<file path="config.mk">
export PLATFORM = sky130hd
export DESIGN_NAME = seg_scan_ctrl
export DESIGN_NICKNAME = d
export VERILOG_FILES = /design/src/rtl/seg_pkg.sv /design/src/rtl/seg_hex_decode.sv /design/src/rtl/seg_scan_ctrl.sv
export SDC_FILE = /design/constraint.sdc
export NUM_CORES = 1
export LEC_CHECK = 0
export ABC_AREA = 1
export CAP_MARGIN = 5
export CORE_UTILIZATION = 45
export CTS_CLUSTER_SIZE = 25
export DETAILED_ROUTE_END_ITERATION = 6
export GPL_ROUTABILITY_DRIVEN = 0
export PLACE_DENSITY = 0.7
export SYNTH_ARGS = -nofsm -noshare
export SYNTH_HDL_FRONTEND = slang
export SYNTH_SLANG_ARGS = --single-unit
</file>
<file path="constraint.sdc">
create_clock -name clk -period 2 [get_ports clk]
set_input_delay 0.4 -clock clk [delete_from_list [all_inputs] [get_ports clk]]
set_output_delay 0.4 -clock clk [all_outputs]
set_load 0.03 [all_outputs]
</file>
<file path="src/rtl/seg_pkg.sv">
// Shared types and constants for the seven-segment scan controller.
// Segment patterns are active-low {g,f,e,d,c,b,a}.
package seg_pkg;

    localparam int SEG_DIGITS = 4;

    typedef logic [6:0] seg_pat_t;

    localparam seg_pat_t                SEG_OFF   = 7'b1111111;
    localparam logic [SEG_DIGITS-1:0]   ANODE_OFF = 4'b1111;

    localparam seg_pat_t HEX_PAT [16] = '{
        7'b1000000, 7'b1111001, 7'b0100100, 7'b0110000,
        7'b0011001, 7'b0010010, 7'b0000010, 7'b1111000,
        7'b0000000, 7'b0010000, 7'b0001000, 7'b0000011,
        7'b1000110, 7'b0100001, 7'b0000110, 7'b0001110
    };

endpackage

</file>
<file path="src/rtl/seg_hex_decode.sv">
// Combinational nibble to active-low seven-segment pattern decoder.
module seg_hex_decode
    import seg_pkg::*;
(
    input  logic [3:0] nibble,
    output seg_pat_t   pat
);

    assign pat = HEX_PAT[nibble];

endmodule

</file>
<file path="src/rtl/seg_scan_ctrl.sv">
// Time-multiplexed 4-digit common-anode display scanner with blank gap and frame-aligned snapshot.
// Optional leading-zero blanking when SEG_LZ_BLANK_EN is defined.
module seg_scan_ctrl
    import seg_pkg::*;
#(
    parameter int TICK_DIV = 100000,
    parameter int GAP_CYC  = 1000
) (
    input  logic        clk,
    input  logic        rst,
    input  logic [31:0] data_seg,
    input  logic        page,
    output logic [3:0]  anode,
    output logic [6:0]  seg,
    output logic        frame_tick
);

    localparam int               CNT_W    = (TICK_DIV > 1) ? $clog2(TICK_DIV) : 1;
    localparam logic [CNT_W-1:0] CNT_LAST = CNT_W'(TICK_DIV - 1);
    localparam logic [CNT_W-1:0] GAP_END  = CNT_W'(GAP_CYC);

`ifdef SEG_LZ_BLANK_EN
    // A digit is lit when it or any digit above it is nonzero; digit 0 always lit.
    function automatic logic digit_lit(input logic [15:0] v, input logic [1:0] d);
        case (d)
            2'd0:    digit_lit = 1'b1;
            2'd1:    digit_lit = |v[15:4];
            2'd2:    digit_lit = |v[15:8];
            default: digit_lit = |v[15:12];
        endcase
    endfunction
`endif

    logic [CNT_W-1:0] cnt;
    logic [1:0]       idx;
    logic [15:0]      snap;
    logic             first_cyc;

    logic             wrap_p0;
    logic             snap_load_p0;
    logic             show_p0;
    logic             lit_p0;
    logic [15:0]      half_p0;
    logic [15:0]      snap_src_p0;
    logic [3:0]       nibble_p0;
    seg_pat_t         pat_p0;
    logic [3:0]       anode_p0;
    seg_pat_t         seg_p0;

    seg_hex_decode u_dec (
        .nibble (nibble_p0),
        .pat    (pat_p0)
    );

    // Stage p0: slot timing, snapshot select and next output pattern
    always_comb begin
        wrap_p0      = (cnt == CNT_LAST);
        snap_load_p0 = first_cyc || (wrap_p0 && (idx == 2'd3));
        half_p0      = page ? data_seg[31:16] : data_seg[15:0];
        // The first post-reset cycle displays the value being captured, not the cleared snap.
        snap_src_p0  = first_cyc ? half_p0 : snap;
        nibble_p0    = snap_src_p0[{idx, 2'b00} +: 4];
        show_p0      = (cnt >= GAP_END);
`ifdef SEG_LZ_BLANK_EN
        lit_p0       = digit_lit(snap_src_p0, idx);
`else
        lit_p0       = 1'b1;
`endif
        anode_p0     = ANODE_OFF;
        seg_p0       = SEG_OFF;
        if (show_p0 && lit_p0) begin
            anode_p0 = ~(4'b0001 << idx);
            seg_p0   = pat_p0;
        end
    end

    // Stage p1: registered state and outputs
    always_ff @(posedge clk) begin
        if (rst) begin
            cnt        <= '0;
            idx        <= '0;
            snap       <= '0;
            first_cyc  <= 1'b1;
            anode      <= ANODE_OFF;
            seg        <= SEG_OFF;
            frame_tick <= 1'b0;
        end else begin
            cnt        <= wrap_p0 ? '0 : cnt + 1'b1;
            if (wrap_p0)
                idx    <= idx + 2'd1;
            if (snap_load_p0)
                snap   <= half_p0;
            first_cyc  <= 1'b0;
            anode      <= anode_p0;
            seg        <= seg_p0;
            frame_tick <= snap_load_p0;
        end
    end

endmodule

</file>
==> flow_summary.ini <==
[clocking]
tritoncts = yes
postCtsSetupBuffers = 0
clk_latency_ns = 0.29
clk_pin_slew_ns = 0.09
clock_path_buffers = 2
cts_hold_buf = 0
htree_levels = 2
cts_resized = 0
numCtsBuffers = 5
cts.sinks = 48
clk_root_buffer_cell = clkbuf_8

[outcome]
status = completed

[floorplanning]
initial_core_util_pct = 48.0
coreArea_um2 = 5680
die_w_um = 79.8
num_rows = 27
die_y_um = 79.8
dieArea_um2 = 6370
num_io_pins = 47

[power]
peakVddDrop_mv = 0.366
p_clk_share_pct = 30.6
pwr-share-seq_pct = 51.3
comb_power_share_pct = 18.1
sw_frac_of_total_pct = 26.2
switchingPower_mw = 0.513
internal_power_mw = 1.44
powerDensity_nw_per_um2 = 556
p_leak_nw = 1.55

[cells_and_area]
area_growth_pct = 28.9
final_cell_mix = nand2_1, nor2_1, dfxtp_1
layout_commonest_cell = nand2_1
final_nets = 525
layout-drive-gt1-share_pct = 12.5
antenna_cells = 0
post_layout_nonfiller_instances = 552

[timing]
fmax_ghz = 0.560
setup_viol = 0
finalHoldViolations = 0
worstMarginPinSlew_ns = 0.325
slew_headroom_pct = 78.3
min_period_over_period_pct = 89.3
setup_tns_ns = 0
rsz0062_at_grt = no
fin_worst_skew_ns = 0.00594
period_minus_slack_ns = 1.79
hold_slack_ns = 0.490
final-max-slew-violation-count = 0

[drt]
first_pass_iters = 4
dr.first_iter.drc_count = 124
wl_per_cell_um = 11.3
wirelength_um = 6230
drcViolationCount = 0
ant_nets = 0
via_per_inst = 4.99
via_count = 2755

[critical_path]
cp-end-kind = flop
crit_path_start_kind = flop
crit_arrival_ns = 1.98
critPathKind = reg2reg
critPathMaxFanout = 22
crit_required_ns = 2.19
reg2regPathDepth = 11
r2r_slack_ns = 0.21

[min_path]
hold_class = reg2reg
hold_depth = 2

[place]
portBuffers = 46
dp_cells = 544
hpwl_um = 4710

[flow_run]
cap_violations = 0

[synth]
yosysSeqAreaShare_pct = 35.3
syn_inst = 411
syn_avg_cell_area_um2 = 6.63
ys_seq_elements = 48
ys_types = 31
yosysWarningCount = 0
syn_area_um2 = 2720
synthesis.nets = 457

[global_routing]
grt_overflow = 0
grt_max_degree = 23
grt_first_pass_wirelength_um = 11000
track_usage_pct = 21.3
grt_pass1_vias = 2542
antenna_found_initial = 0
[sequential cells by signal, indices dropped and copies added (netlist names)]
register,flops
snap,16
frame_tick,1
seg,7
cnt,17
idx,2
anode,4
first_cyc,1
[synthesized netlist by cell type, drive strengths merged]
library cell / n / share of area (%)
xor2: 2 / 0.64
dfxtp: 48 / 35
xnor2: 1 / 0.32
a21oi: 13 / 2.7
nand2: 118 / 17
nor3b: 2 / 0.55
nor3: 12 / 2.2
clkinv: 1 / 0.14
ha: 11 / 5.1
o21ai: 23 / 4.2
nand3: 50 / 9.9
buf: 11 / 2.7
nand4: 6 / 1.4
clkbuf: 1 / 0.14
inv: 27 / 3.7
or2: 8 / 1.8
nor2: 75 / 11
o211ai: 1 / 0.28
nand3b: 1 / 0.73
[metal layers]
metal | vias up | GRT usage [%] | routed length, um
met5 | - | 0 | 0
li1 | 1458 | - | -
met2 | 60 | 35.7 | 2870
met4 | 0 | 5.89 | 40
met3 | 2 | 3.43 | 262
met1 | 1235 | 28.1 | 3060
[per-stage QoR]
step	setup WS (ns)	total power, mW	util, %	instance area, um^2
3_3_place_gp	-0.230	1.37	60.1	3410
5_1_grt	0.0425	2.06	61.9	3510
6_report	0.214	1.95	61.9	3510
2_1_floorplan	0.178	1.23	-	2720
4_1_cts	0.0474	1.98	61.8	3510
3_5_place_dp	-0.272	1.38	60.1	3410
[worst paths after layout]
path                                      endpoint               start
worst max register to register   seg[0]$_SDFF_PP1_   first_cyc$_DFF_P_
worst max-delay path             seg[0]$_SDFF_PP1_   first_cyc$_DFF_P_
worst min-delay path            cnt[15]$_SDFF_PP0_  cnt[15]$_SDFF_PP0_
worst min register to register  cnt[15]$_SDFF_PP0_  cnt[15]$_SDFF_PP0_
[cell type report]
type | instances | area, um^2
inverter | 28 | 105
timing repair buffer | 73 | 678
clock inverter | 1 | 7.51
fill | 543 | 2160
multi-input combinational | 323 | 1580
tap | 72 | 90.1
sequential | 48 | 961
clock buffer | 7 | 86.3
[worst max-delay path: stages (launching register included)]
cell	delay, ns
dfxtp_1	0.33
buf_12	0.15
or2_2	0.27
nand3_1	0.08
nand3_1	0.07
nand2_1	0.12
inv_1	0.09
ha_1	0.22
inv_1	0.08
nor2_1	0.06
a21oi_2	0.14
nand2_1	0.06
[cell families (layout without fill, tap and decap cells)]
logic type               count (synthesis)  count (layout)  synth area share (%)
AND/OR/NAND/NOR                        272             272                  44.9
flip-flops                              48              48                  35.3
buffers and inverters                   40             109                  6.66
AO/OA/AOI/OAI                           37              37                  7.17
adder cells (fa/ha/maj)                 11              11                  5.05
XOR/XNOR                                 3               3                 0.965
[power by group through the flow]
stage	Clock [mW]	Combinational (mW)	Sequential [mW]
finish	0.598	0.354	1.00
floorplan	0	0.205	1.02
global route	0.648	0.404	1.01
detailed placement	0	0.354	1.02
CTS	0.620	0.355	1.00
global placement	0	0.350	1.02
Power figures use the tool's default switching activity.
